### config.mk
export PLATFORM = sky130hd
export DESIGN_NAME = load_store_unit
export DESIGN_NICKNAME = d
export VERILOG_FILES = /design/src/rtl/load_store_unit.sv
export SDC_FILE = /design/constraint.sdc
export NUM_CORES = 1
export LEC_CHECK = 0
export BUFFER_PORTS_ARGS = -buffer_cell sky130_fd_sc_hd__buf_2
export CAP_MARGIN = 20
export CELL_PAD_IN_SITES_DETAIL_PLACEMENT = 1
export CELL_PAD_IN_SITES_GLOBAL_PLACEMENT = 2
export CORE_MARGIN = 5
export CORE_UTILIZATION = 27
export DETAILED_ROUTE_END_ITERATION = 8
export GPL_TIMING_DRIVEN = 0
export PLACE_DENSITY_LB_ADDON = 0.1
export REMOVE_ABC_BUFFERS = 1
export SYNTH_ARGS = -nofsm -noshare
export SYNTH_HDL_FRONTEND = slang
export SYNTH_SLANG_ARGS = --single-unit
export TNS_END_PERCENT = 20
### constraint.sdc
create_clock -name clk -period 1.8 [get_ports clk]
set_clock_uncertainty 0.1 [all_clocks]
set_input_delay 0.36 -clock clk [delete_from_list [all_inputs] [get_ports clk]]
set_output_delay 0.36 -clock clk [all_outputs]
set_load 0.05 [all_outputs]
### src/rtl/load_store_unit.sv
// Load/store unit for the MEM stage: passes non-memory results straight through,
// and turns loads/stores into a single bus transaction while stalling the pipeline.
// Word accesses must be 4-byte aligned; misalignment and bus timeouts raise a
// sticky error and complete with a zero result.
module load_store_unit #(
  parameter int unsigned XLEN    = 32,
  parameter int unsigned TIMEOUT = 15
) (
  input  logic            clk,
  input  logic            rst,
  input  logic            MEM_ld,
  input  logic            MEM_str,
  input  logic            MEM_byt,
  input  logic [XLEN-1:0] MEM_alu_out,
  input  logic [XLEN-1:0] MEM_b2,
  output logic [XLEN-1:0] MEM_data_mem,
  output logic            stall_M,
  output logic            bus_req,
  output logic            bus_we,
  output logic [XLEN-1:0] bus_addr,
  output logic [3:0]      bus_be,
  output logic [XLEN-1:0] bus_wdata,
  input  logic            bus_ack,
  input  logic [XLEN-1:0] bus_rdata,
  output logic            lsu_err
);

  // Counter covers 0 .. TIMEOUT-1 REQ cycles.
  localparam int unsigned CntW = (TIMEOUT < 2) ? 1 : $clog2(TIMEOUT);
  localparam logic [CntW-1:0] CntLast = CntW'(TIMEOUT - 1);

  typedef enum logic [1:0] {
    StIdle,
    StReq,
    StDone
  } state_e;

  state_e            state_q, state_d;
  logic [XLEN-1:0]   addr_q, addr_d;
  logic [XLEN-1:0]   wdata_q, wdata_d;
  logic [3:0]        be_q, be_d;
  logic              we_q, we_d;
  logic              byt_q, byt_d;
  logic              ld_q, ld_d;
  logic [1:0]        off_q, off_d;
  logic [CntW-1:0]   cnt_q, cnt_d;
  logic [XLEN-1:0]   result_q, result_d;
  logic              err_q, err_d;

  logic              mem_op;
  logic              misaligned;
  logic [XLEN-1:0]   lane_shift;
  logic [XLEN-1:0]   load_val;

  assign mem_op     = MEM_ld | MEM_str;
  assign misaligned = ~MEM_byt & (MEM_alu_out[1:0] != 2'b00);

  // Byte loads return the addressed lane, zero-extended.
  assign lane_shift = bus_rdata >> {off_q, 3'b000};
  assign load_val   = byt_q ? {{(XLEN - 8){1'b0}}, lane_shift[7:0]} : bus_rdata;

  // Bus request attributes come straight from the captured registers so they stay stable.
  assign bus_addr  = addr_q;
  assign bus_wdata = wdata_q;
  assign bus_be    = be_q;
  assign bus_we    = we_q;
  assign lsu_err   = err_q;

  // Next-state, capture and output decode.
  always_comb begin
    state_d      = state_q;
    addr_d       = addr_q;
    wdata_d      = wdata_q;
    be_d         = be_q;
    we_d         = we_q;
    byt_d        = byt_q;
    ld_d         = ld_q;
    off_d        = off_q;
    cnt_d        = cnt_q;
    result_d     = result_q;
    err_d        = err_q;
    stall_M      = 1'b0;
    bus_req      = 1'b0;
    MEM_data_mem = '0;

    unique case (state_q)
      StIdle: begin
        MEM_data_mem = MEM_alu_out;
        if (mem_op) begin
          stall_M  = 1'b1;
          cnt_d    = '0;
          result_d = '0;
          ld_d     = MEM_ld;
          byt_d    = MEM_byt;
          off_d    = MEM_alu_out[1:0];
          if (misaligned) begin
            err_d   = 1'b1;
            state_d = StDone;
          end else begin
            addr_d  = {MEM_alu_out[XLEN-1:2], 2'b00};
            // A simultaneous load+store is handled as a load.
            we_d    = ~MEM_ld;
            be_d    = MEM_byt ? (4'b0001 << MEM_alu_out[1:0]) : 4'b1111;
            wdata_d = MEM_byt ? {(XLEN / 8){MEM_b2[7:0]}} : MEM_b2;
            state_d = StReq;
          end
        end
      end

      StReq: begin
        stall_M = 1'b1;
        bus_req = 1'b1;
        if (bus_ack) begin
          result_d = ld_q ? load_val : '0;
          state_d  = StDone;
        end else if (cnt_q == CntLast) begin
          result_d = '0;
          err_d    = 1'b1;
          state_d  = StDone;
        end else begin
          cnt_d = cnt_q + 1'b1;
        end
      end

      StDone: begin
        MEM_data_mem = result_q;
        state_d      = StIdle;
      end

      default: begin
        state_d = StIdle;
      end
    endcase
  end

  // State and capture registers; reset clears everything asynchronously.
  always_ff @(posedge clk or negedge rst) begin
    if (!rst) begin
      state_q  <= StIdle;
      addr_q   <= '0;
      wdata_q  <= '0;
      be_q     <= '0;
      we_q     <= 1'b0;
      byt_q    <= 1'b0;
      ld_q     <= 1'b0;
      off_q    <= '0;
      cnt_q    <= '0;
      result_q <= '0;
      err_q    <= 1'b0;
    end else begin
      state_q  <= state_d;
      addr_q   <= addr_d;
      wdata_q  <= wdata_d;
      be_q     <= be_d;
      we_q     <= we_d;
      byt_q    <= byt_d;
      ld_q     <= ld_d;
      off_q    <= off_d;
      cnt_q    <= cnt_d;
      result_q <= result_d;
      err_q    <= err_d;
    end
  end

endmodule

# --- Word-level counts from Yosys, hierarchy flattened ---
# Index checks and enable logic that the tools add are counted.
op_classes:
  n_addsub: 1
  n_reduce_logical: 9
  eq_ne: 9
  bitwise: 5
  n_shift: 2
  muxes: 26
op_table:
  columns: ["operator", "count"]
  rows:
  - ["2-to-1 mux 32 bit", 6]
  - ["case mux 32 bit (2 select lines)", 2]
  - [">> shifter 32 x 5 -> 8 bit", 1]
  - ["2-to-1 mux 4 bit", 4]
  - ["inequality test 2 bit, second input constant", 5]
  - ["2-to-1 mux 2 bit", 4]
  - ["case mux 4 bit (2 select lines)", 1]
  - ["2-to-1 mux 1 bit", 6]
  - ["AND reduction 3 bit", 2]
  - ["AND reduction 5 bit", 1]
  - ["adder 4 x 1 -> 4 bit, second input constant", 1]
  - ["== test 4 bit, second input constant", 1]
  - ["case mux 1 bit (2 select lines)", 2]
  - ["case mux 2 bit (2 select lines)", 1]
  - ["AND reduction 2 bit", 2]
  - ["AND reduction 4 bit", 1]
  - ["nonzero test 2 bit", 2]
  - ["<< shifter 1 x 2 -> 4 bit, first input constant", 1]
  - ["inequality test 3 bit, second input constant", 1]
  - ["inverter 1 bit", 3]
  - ["== test 2 x 1 -> 1 bit, second input constant", 1]
  - ["== test 2 bit, second input constant", 1]
  - ["zero test 2 bit", 1]
  - ["AND 1 bit", 1]
  - ["OR 1 bit", 1]
totals:
  output_inout_bits: 104
  elab_cells: 63
  register_bits: 110

# --- Longest topological paths before layout ---
# Gate-level depths: netlist of the first run.
depth:
  ltp_word: 5
  ltp_mapped: 7

# --- Least setup slack after synthesis of the first run ---
# OpenSTA, ideal clock, no wires.
synth_path:
  kind: "register -> output"
  startpoint: "reg state_q[1]"
  endpoint: "out MEM_data_mem[0]"
  stages_incl_launch_ff: 5
  arrival_time_ps: 1607
  path_buffers: 2
  setup_slack_ps: -267
  path_cell_list: "dfrtp_1 -> buf_2 -> buf_2 -> mux2i_1 -> nor2_1"
synth_between:
  elab_chain_len: 2
synth_lines:
  columns: ["item", "line", "text"]
  rows:
  - ["from (decl)", "38", "state_e state_q, state_d;"]
  - ["from (signal assigned)", "139", "state_q <= StIdle;"]
  - ["from (signal assigned)", "151", "state_q <= state_d;"]
  - ["== test 2 bit / zero test 2 bit (equally long branches)", "86", "unique case (state_q)"]
  - ["case mux 32 bit (2 select lines) *", "86", null]
  - ["to (decl)", "16", "output logic [XLEN-1:0] MEM_data_mem,"]
# Mark *: on every way between the ends. The rest lies on a longest branch, timed or not.

# --- Worst setup path in the final report of the first run ---
layout_path:
  startpoint: "reg state_q[1]"
  endpoint: "out MEM_data_mem[4]"
# Same word-level chain as after synthesis.

==> metrics, run 1 <==
outcome=finished, violations left; failing checks=negative setup slack; ranking of synthesized cells by area=dfrtp_1 (52%), mux2i_1 (11%), mux2_2 (7.0%); startpoint types=flip-flop; GRT Util Overall=0.171; worst skew pair latency=0.35 ns; clk sinks=110; # IOs=206; Die W=150 um; ANT nets after route=0; Async SR Flop Fraction=1.00; Hold Crit Start=MEM_b2[1]; max_cap viols=0; Warnings, synthesis=0; cell type with the highest aggregate area in the netlist=dfrtp_1; Avg Inst Size Synth=11.6 um^2; Non-Filler Instances=939; Peak supply drop=795 uV; vias=4483; hold-critical path depth=2; PwrDens=2220 nW/um^2; Worst Hold Class=in -> reg; placed insts=898; Syn Std Cell Area=5270 um^2; layout cells sized above 1=0.455; Post-synth top cells=dfrtp_1 (110), mux2i_1 (59), nand2_1 (52), nor2_1 (46), mux2_2 (33); die span in y=150 um; r2r setup slk=-0.07 ns; clk buf depth=2; vias in the first global route=4919; Via-to-Cell Ratio=4.77; Worst Reg2Reg Path Length in Cells=6; Clock Tree Root=clkbuf_16; routed length per instance=20.5 um; Clock transition at path regs=0.07 ns; fmax=500 MHz; Initial Utilization=0.273; Netlist cell types=40; post-synthesis sequential area ratio=0.522; crit-path leading delay family=flip-flops; Max-slew headroom=0.554; Reg-to-Reg End=bus_wdata[18]$_DFFE_PN0P_; I/O Buffers=203; most used flip-flop cell after synthesis=dfrtp_1; largest net degree at the start of global routing=84; Worst path max stage delay=0.53 ns; Critical R2R Launch=state_q[1]$_DFFE_PN0P_; initial antenna violation count=3; global placement routability congestion=0.737; final worst slack=-0.199 ns; DRT Wirelength=19.2 mm; fill cell count=2177; period utilisation layout=1.11; crit end category=output pin; Post-synth EDFFs=0; final hold vios=0; most frequent cell after synthesis=dfrtp_1; top-area cell type share of the netlist area=0.522; Slowest cell on crit path=dfrtp_4; critical-path maximum fanout=13; Antenna Cells=0; Area Growth Syn to Fin=42.8%; global-route wire length before repair=29.2 mm; # setup viols final=83; drt first pass iters=5; H-tree levels=3; Slew @ Worst Pin=0.669 ns; Core Box Area=19300 um^2; Placed Area=6560 um^2; cells after synthesis=453; total congestion overflow=0; unrepaired setup endpoints after global routing=true; fin nets=774; DRC errors left=0; die footprint=22400 um^2; Final Max Slew Viols=0; crit-path cells=clkbuf_16 -> mux2i_1 -> nor2_1 -> buf_6; leakage dissipation=3.67 nW; Worst Path Arrival=1.54 ns; worst path required time=1.34 ns; 1st-iter DRT viols=184; FP Rows=51; Num CTS Buffers=9; Worst Hold End=bus_wdata[1]$_DFFE_PN0P_; post-synthesis register bit count=110; crit path buf inv count=2; Power Total=16.7 mW; crit path kind=reg -> out; dpl hpwl=12.4 mm; CTS tree=done; Finished Cell Area=7530 um^2; min cycle time layout=2.00 ns
==> power breakdown <==
group	leakage (nW)	total, mW	switching (mW)	internal (mW)
registers	1.34	4.29	0.776	3.51
logic	2.19	10.4	6.84	3.55
clock network	0.139	2.03	0.954	1.08
total	3.67	16.7	8.57	8.14
==> how the worst max path moves through the flow <==
stage | from | endpoint | slack, ns | cells past startpoint
4_1_cts | state_q[1]$_DFFE_PN0P_ | MEM_data_mem[17] | -0.22 | 4
3_5_place_dp | state_q[0]$_DFFE_PN0P_ | result_q[16]$_DFFE_PN0P_ | -0.86 | 4
5_1_grt | state_q[1]$_DFFE_PN0P_ | MEM_data_mem[27] | -0.28 | 4
6_report | state_q[1]$_DFFE_PN0P_ | MEM_data_mem[4] | -0.20 | 4
3_3_place_gp | state_q[1]$_DFFE_PN0P_ | cnt_q[2]$_DFFE_PN0P_ | -2.06 | 4
2_1_floorplan | state_q[1]$_DFFE_PN0P_ | cnt_q[2]$_DFFE_PN0P_ | -0.94 | 4
==> routing by layer <==
metal  wire [um]  track usage
met5          41            0
met4         402       0.0599
met3        1260       0.0424
met2        9290        0.292
met1        8230        0.210
==> stage by stage <==
stage / util / setup TNS, ns / hold WS [ns] / worst slack (ns)
floorplan: - / -121.53 / -0.0356 / -0.942
global placement: 0.332 / -391.98 / 0.360 / -2.06
detailed placement: 0.339 / -67.64 / 0.157 / -0.863
CTS: 0.385 / -8.95 / 0.108 / -0.220
global route: 0.390 / -13.07 / 0.118 / -0.280
finish: 0.390 / -7.20 / 0.129 / -0.199
==> cells by family after synthesis <==
group,Yosys count,synth area share
and+or+nand+nor,114,0.0937
DFF,110,0.522
muxes,104,0.208
AOI/OAI and AO/OA,87,0.128
buffers and inverters,35,0.0430
adders and majority gates,2,0.00475
other,1,0.000711
==> registers in the layout, indices dropped and copies added, names as in the netlist, 2 cells and up <==
signal     count
bus_addr      30
bus_be         4
bus_wdata     32
cnt_q          4
off_q          2
result_q      32
state_q        2
==> layout by cell type, fill, tap and decap left out, types with 7 or more instances in the layout <==
| cell type | Yosys | final |
|---|---|---|
| o31ai_1 | 9 | 9 |
| dfrtp_1 | 110 | 107 |
| mux2_4 | 0 | 8 |
| buf_2 | 10 | 168 |
| nand2_1 | 52 | 51 |
| a22o_1 | 25 | 25 |
| mux2_2 | 33 | 33 |
| o22ai_1 | 7 | 7 |
| nor2_1 | 46 | 45 |
| buf_4 | 4 | 9 |
| mux2i_1 | 59 | 58 |
| buf_6 | 9 | 36 |
| clkbuf_16 | 0 | 11 |
| o211ai_1 | 26 | 26 |
==> layout make-up <==
type / instances / area (um^2) / share of cell area
multi-input cells: 313 / 2440 / 0.324
clock inverters: 5 / 60.1 / 0.00797
flip-flops and latches: 110 / 2760 / 0.367
clock buffers: 10 / 229 / 0.0304
well taps: 265 / 332 / 0.0440
repair buffers: 230 / 1690 / 0.224
inverters: 6 / 22.5 / 0.00299
==> repair_timing <==
item	in CTS	in global routing
pin swaps	9	14
endpoints found under the setup margin	142	123
hold endpoints to repair	27	0
gates cloned	6	1
gates resized for setup	85	18
hold buffers	1	0
buffers inserted	18	0
Power figures use the tool's default switching activity.
==> run 2, diff against run 1 <==
CELL_PAD_IN_SITES_DETAIL_PLACEMENT = 2   (was 1)
CORE_UTILIZATION = 28   (was 27)
CTS_BUF_LIST = sky130_fd_sc_hd__clkbuf_4 sky130_fd_sc_hd__clkbuf_8   (was not set)
==> run 2 against run 1 <==
Compared with the run above:
- the run still ends with negative setup slack left
- cell area up 0.37%
- clock power about the same
- non-clock buffer count up 5
- global-route usage up 1.1 points
- largest power group unchanged
==> metrics, run 2 (synthesized netlist as in run 1, its figures left out) <==
FP Rows=50 (was 51); crit end category=output pin (unchanged); # IOs=206 (unchanged); Via-to-Cell Ratio=5.01 (was 4.77); Setup crit end=bus_req (was MEM_data_mem[4]); DRC errors left=0 (unchanged); Final Max Slew Viols=0 (unchanged); dpl hpwl=12.9 mm (was 12.4 mm); M1 GR Usage=0.227 (was 0.210); drt first pass iters=5 (unchanged); most frequent cells in the layout=buf_2 (168), dfrtp_1 (107), mux2i_1 (57), nand2_1 (51), nor2_1 (40) (was buf_2 (168), dfrtp_1 (107), mux2i_1 (58), nand2_1 (51), nor2_1 (45)); r2r setup slk=-0.14 ns (was -0.07 ns); Critical R2R Launch=state_q[0]$_DFFE_PN0P_ (was state_q[1]$_DFFE_PN0P_); Initial Utilization=0.283 (was 0.273); Clock transition at path regs=0.12 ns (was 0.07 ns); failing checks=negative setup slack (unchanged); outcome=finished, violations left (unchanged); final hold vios=0 (unchanged); Area Growth Syn to Fin=43.4% (was 42.8%); die span in y=147 um (was 150 um); clk buf depth=2 (unchanged); max_cap viols=0 (unchanged); GR Util met2=0.309 (was 0.292); Clock Tree Root=clkbuf_8 (was clkbuf_16); Max-slew headroom=0.569 (was 0.554); Slew @ Worst Pin=0.646 ns (was 0.669 ns); Core Box Area=18600 um^2 (was 19300 um^2); Worst Reg2Reg Path Length in Cells=6 (unchanged); Worst Path Arrival=1.58 ns (was 1.54 ns); vias in the first global route=5213 (was 4919); vias=4592 (was 4483); largest net degree at the start of global routing=88 (was 84); busiest layer in global routing=met2 (unchanged); startpoint types=flip-flop (unchanged); DRT Wirelength=20.5 mm (was 19.2 mm); Finished Cell Area=7560 um^2 (was 7530 um^2); Peak supply drop=796 uV (was 795 uV); fill cell count=1966 (was 2177); 1st-iter DRT viols=105 (was 184); Reg-to-Reg End=bus_addr[7]$_DFFE_PN0P_ (was bus_wdata[18]$_DFFE_PN0P_); CTS tree=done (unchanged); clk sinks=110 (unchanged); period utilisation layout=1.13 (was 1.11); global placement routability congestion=0.770 (was 0.737); Worst Hold Class=in -> reg (unchanged); most common cell after layout, fill and taps aside=buf_2 (unchanged); crit path kind=reg -> out (unchanged); H-tree levels=3 (unchanged); total congestion overflow=0 (unchanged); min cycle time layout=2.04 ns (was 2.00 ns); GRT Util Overall=0.181 (was 0.171); worst path required time=1.34 ns (about the same); # setup viols final=110 (was 83); critical-path maximum fanout=13 (unchanged); fin nets=780 (was 774); worst skew pair latency=0.38 ns (was 0.35 ns); Power Total=17.0 mW (was 16.7 mW); leakage dissipation=3.72 nW (was 3.67 nW); Die W=147 um (was 150 um); Num CTS Buffers=9 (unchanged); Crit. Startpoint=state_q[0]$_DFFE_PN0P_ (was state_q[1]$_DFFE_PN0P_); routed length per instance=22.4 um (was 20.5 um); global-route wire length before repair=30.5 mm (was 29.2 mm); I/O Buffers=203 (unchanged); fmax=490 MHz (was 500 MHz); ANT nets after route=0 (unchanged); final worst slack=-0.239 ns (was -0.199 ns); layout cells sized above 1=0.473 (was 0.455); Placed Area=6490 um^2 (was 6560 um^2); PwrDens=2250 nW/um^2 (was 2220 nW/um^2); die footprint=21700 um^2 (was 22400 um^2); met3 usage=0.0543 (was 0.0424); unrepaired setup endpoints after global routing=true (unchanged); initial antenna violation count=1 (was 3)
run 2: cell type report:
class / instances / area, um^2 / share of cell area
diodes: 1 / 2.50 / 0.000331
clock buffers: 10 / 138 / 0.0182
clock inverters: 6 / 133 / 0.0175
inverters: 6 / 22.5 / 0.00298
multi-input cells: 314 / 2480 / 0.328
flip-flops and latches: 110 / 2760 / 0.365
well taps: 234 / 293 / 0.0387
repair buffers: 235 / 1730 / 0.229
run 2: metrics by stage:
step                instances  setup slack (ns)  TNS, ns   util  hold WS, ns
floorplan                 425            -0.942  -121.53      -      -0.0356
global placement          862             -2.06  -387.45  0.342        0.361
detailed placement        866            -0.771   -66.53  0.348        0.144
CTS                       905            -0.275   -16.27  0.395       0.0637
global route              916            -0.352   -18.35  0.405       0.0671
finish                    916            -0.239   -11.64  0.405       0.0996
run 2: metal layers:
metal  part of all wire  wire length, um
met5                  0                0
met2               0.49            10100
met3              0.063             1300
met1               0.43             8890
met4              0.012              254
run 2: power by group:
group | switching [mW] | leakage, nW | total, mW | internal [mW]
clock | 0.934 | 0.132 | 2.04 | 1.10
sequential | 0.774 | 1.34 | 4.28 | 3.50
combinational | 6.97 | 2.24 | 10.7 | 3.74
total | 8.68 | 3.72 | 17.0 | 8.34
run 2: critical path: stages, from the launching register on:
cell and delay [ns]:
dfrtp_4 0.52, buf_6 0.21, nor2b_4 0.24, buf_4 0.23
run 2: worst min-delay path by stage:
stage                     depth (start not counted)                start  slack (ns)                  endpoint
after floorplan                                   0                  rst       -0.04  bus_addr[10]$_DFFE_PN0P_
after global placement                            1  lsu_err$_DFFE_PN0P_        0.36       lsu_err$_DFFE_PN0P_
after detailed placement                          1                  rst        0.14  bus_addr[28]$_DFFE_PN0P_
after CTS                                         2            MEM_b2[7]        0.06  bus_wdata[7]$_DFFE_PN0P_
after global routing                              2        bus_rdata[31]        0.07  result_q[31]$_DFFE_PN0P_
final                                             2        bus_rdata[22]         0.1  result_q[22]$_DFFE_PN0P_
run 2: repair_timing:
action                     4_1_cts  5_1_grt
gates cloned                     7        3
setup buffers                   15        7
pin swaps                       36        6
hold endpoints to repair        23        0
hold buffers                     1        0
gates resized for setup         75       32
setup endpoints to repair      142      140
==> run 3, diff against run 2 <==
CORE_MARGIN = 3   (was 5)
CTS_CLUSTER_DIAMETER = 100   (was not set)
==> run 3 against run 2 <==
Compared with the run above:
- the flow still finishes with violations (negative setup slack)
- routed wire length fell by 5.3%
- fmax is 1.1% lower
- non-clock buffer count shrank 10
- largest cell class unchanged
==> metrics, run 3 (synthesized netlist as in run 1, its figures left out) <==
Worst Hold Class=in -> reg (unchanged); global placement routability congestion=0.726 (was 0.770); DRC errors left=0 (unchanged); Antenna Cells=0 (was 1); die span in y=143 um (was 147 um); FP Rows=49 (was 50); most frequent cells in the layout=buf_2 (169), dfrtp_1 (107), mux2i_1 (59), nand2_1 (50), nor2_1 (46) (was buf_2 (168), dfrtp_1 (107), mux2i_1 (57), nand2_1 (51), nor2_1 (40)); max_cap viols=0 (unchanged); failing checks=negative setup slack (unchanged); Clock transition at path regs=0.12 ns (about the same); Die W=143 um (was 147 um); DP Worst Slack=-0.836 ns (was -0.771 ns); initial antenna violation count=1 (unchanged); Initial Utilization=0.290 (was 0.283); routed length per instance=21.6 um (was 22.4 um); DRT Wirelength=19.4 mm (was 20.5 mm); most common cell after layout, fill and taps aside=buf_2 (unchanged); Core Box Area=18200 um^2 (was 18600 um^2); period utilisation layout=1.15 (was 1.13); total congestion overflow=0 (unchanged); clk sinks=110 (unchanged); min cycle time layout=2.06 ns (was 2.04 ns); Num CTS Buffers=9 (unchanged); GRT Util Overall=0.193 (was 0.181); layout cells sized above 1=0.451 (was 0.473); global-route wire length before repair=30.3 mm (was 30.5 mm); Hold Crit Start=MEM_alu_out[25] (was bus_rdata[22]); Slew @ Worst Pin=0.673 ns (was 0.646 ns); PwrDens=2210 nW/um^2 (was 2250 nW/um^2); worst skew pair latency=0.39 ns (was 0.38 ns); critical-path maximum fanout=13 (unchanged); Max-slew headroom=0.551 (was 0.569); # IOs=206 (unchanged); CTS tree=done (unchanged); Via-to-Cell Ratio=4.97 (was 5.01); leakage dissipation=3.58 nW (was 3.72 nW); vias in the first global route=5066 (was 5213); crit-path cells=buf_12 -> mux2i_1 -> nor2_1 -> buf_6 (was buf_6 -> nor2b_4 -> buf_4); I/O Buffers=203 (unchanged); Final Max Slew Viols=0 (unchanged); Worst Path Arrival=1.60 ns (was 1.58 ns); # setup viols final=120 (was 110); Critical R2R Launch=state_q[0]$_DFFE_PN0P_ (unchanged); unrepaired setup endpoints after global routing=true (unchanged); H-tree levels=3 (unchanged); Worst Hold End=bus_addr[25]$_DFFE_PN0P_ (was result_q[22]$_DFFE_PN0P_); hold-critical path depth=2 (unchanged); dpl hpwl=12.7 mm (was 12.9 mm); fill cell count=1920 (was 1966); crit path kind=reg -> out (unchanged); drt first pass iters=4 (was 5); fmax=485 MHz (was 490 MHz); Area Growth Syn to Fin=38.3% (was 43.4%); worst path required time=1.34 ns (about the same); r2r setup slk=-0.10 ns (was -0.14 ns); Worst Reg2Reg Path Length in Cells=6 (unchanged); startpoint types=flip-flop (unchanged); clk buf depth=2 (unchanged); fin nets=768 (was 780); Power Total=16.1 mW (was 17.0 mW); ANT nets after route=0 (unchanged); crit end category=output pin (unchanged); largest net degree at the start of global routing=78 (was 88); Peak supply drop=736 uV (was 796 uV); 1st-iter DRT viols=81 (was 105); final worst slack=-0.263 ns (was -0.239 ns); Clock Tree Root=clkbuf_8 (unchanged); final hold vios=0 (unchanged); vias=4466 (was 4592); die footprint=20500 um^2 (was 21700 um^2); Slowest cell on crit path=dfrtp_4 (unchanged); outcome=finished, violations left (unchanged); Reg-to-Reg End=bus_addr[11]$_DFFE_PN0P_ (was bus_addr[7]$_DFFE_PN0P_); Worst path max stage delay=0.55 ns (was 0.52 ns)
[run 3: changes by cell type in the layout (fill, tap and decap cells not counted), moves of 4 or more]
cell / before / now
mux2_4: 9 / 5
nor2_1: 40 / 46
bufinv_16: 4 / 0
nor2_2: 7 / 1
mux2_1: 3 / 7
buf_4: 18 / 10
[run 3: worst max-delay path by stage]
stage                               to  slack [ns]                   start  depth (start not counted)
2_1_floorplan     cnt_q[2]$_DFFE_PN0P_       -0.94  state_q[1]$_DFFE_PN0P_                          4
6_report               MEM_data_mem[5]       -0.26  state_q[1]$_DFFE_PN0P_                          4
4_1_cts               MEM_data_mem[20]       -0.28  state_q[1]$_DFFE_PN0P_                          4
3_3_place_gp      cnt_q[2]$_DFFE_PN0P_       -2.02  state_q[1]$_DFFE_PN0P_                          4
5_1_grt                MEM_data_mem[5]       -0.32  state_q[1]$_DFFE_PN0P_                          4
3_5_place_dp   result_q[8]$_DFFE_PN0P_       -0.84  state_q[0]$_DFFE_PN0P_                          4
[run 3: through the flow]
stage | TNS, ns | instance area, um^2 | cells | hold slack, ns | util
global route | -20.80 | 7290 | 898 | 0.0721 | 0.401
detailed placement | -65.11 | 6520 | 862 | 0.180 | 0.358
global placement | -380.73 | 6370 | 857 | 0.362 | 0.350
CTS | -15.26 | 7220 | 898 | 0.0667 | 0.396
floorplan | -121.53 | 5070 | 425 | -0.0356 | -
finish | -11.76 | 7290 | 898 | 0.0867 | 0.401
[run 3: worst max-delay path: cells and delay by family (launching register included)]
| family | cells | cell delay [ns] |
|---|---|---|
| buffers and inverters | 2 | 0.37 |
| AND/OR/NAND/NOR | 1 | 0.16 |
| multiplexers | 1 | 0.12 |
| flip-flops | 1 | 0.55 |
[run 3: per-layer routing]
metal,up-vias,GRT usage,share of wire
met4,2,0.0456,0.011
li1,2061,-,-
met2,133,0.324,0.48
met3,17,0.0425,0.055
met1,2253,0.254,0.45
met5,-,0,0.00067
[run 3: cell type report]
class                   instances  area [um^2]  share of cell area
clock buffers                  11          151              0.0208
flip-flops and latches        110         2760               0.379
multi-input cells             312         2430               0.334
inverters                       6         22.5             0.00309
clock inverters                 5         41.3             0.00566
repair buffers                225         1600               0.219
well taps                     229          287              0.0393
[run 3: what timing repair did]
item,in CTS,in global routing
gates cloned,6,0
resized for setup,75,21
setup buffers,13,0
endpoints found under the setup margin,142,137
hold buffers,1,0
pin swaps,23,19
hold endpoints to repair,33,0
[run 3: where the power goes]
| part | switching [mW] | leakage [nW] | total (mW) | internal [mW] |
|---|---|---|---|---|
| registers | 0.805 | 1.34 | 4.31 | 3.50 |
| logic | 6.83 | 2.14 | 10.2 | 3.41 |
| clock network | 0.964 | 0.0978 | 1.56 | 0.597 |
| total | 8.60 | 3.58 | 16.1 | 7.51 |
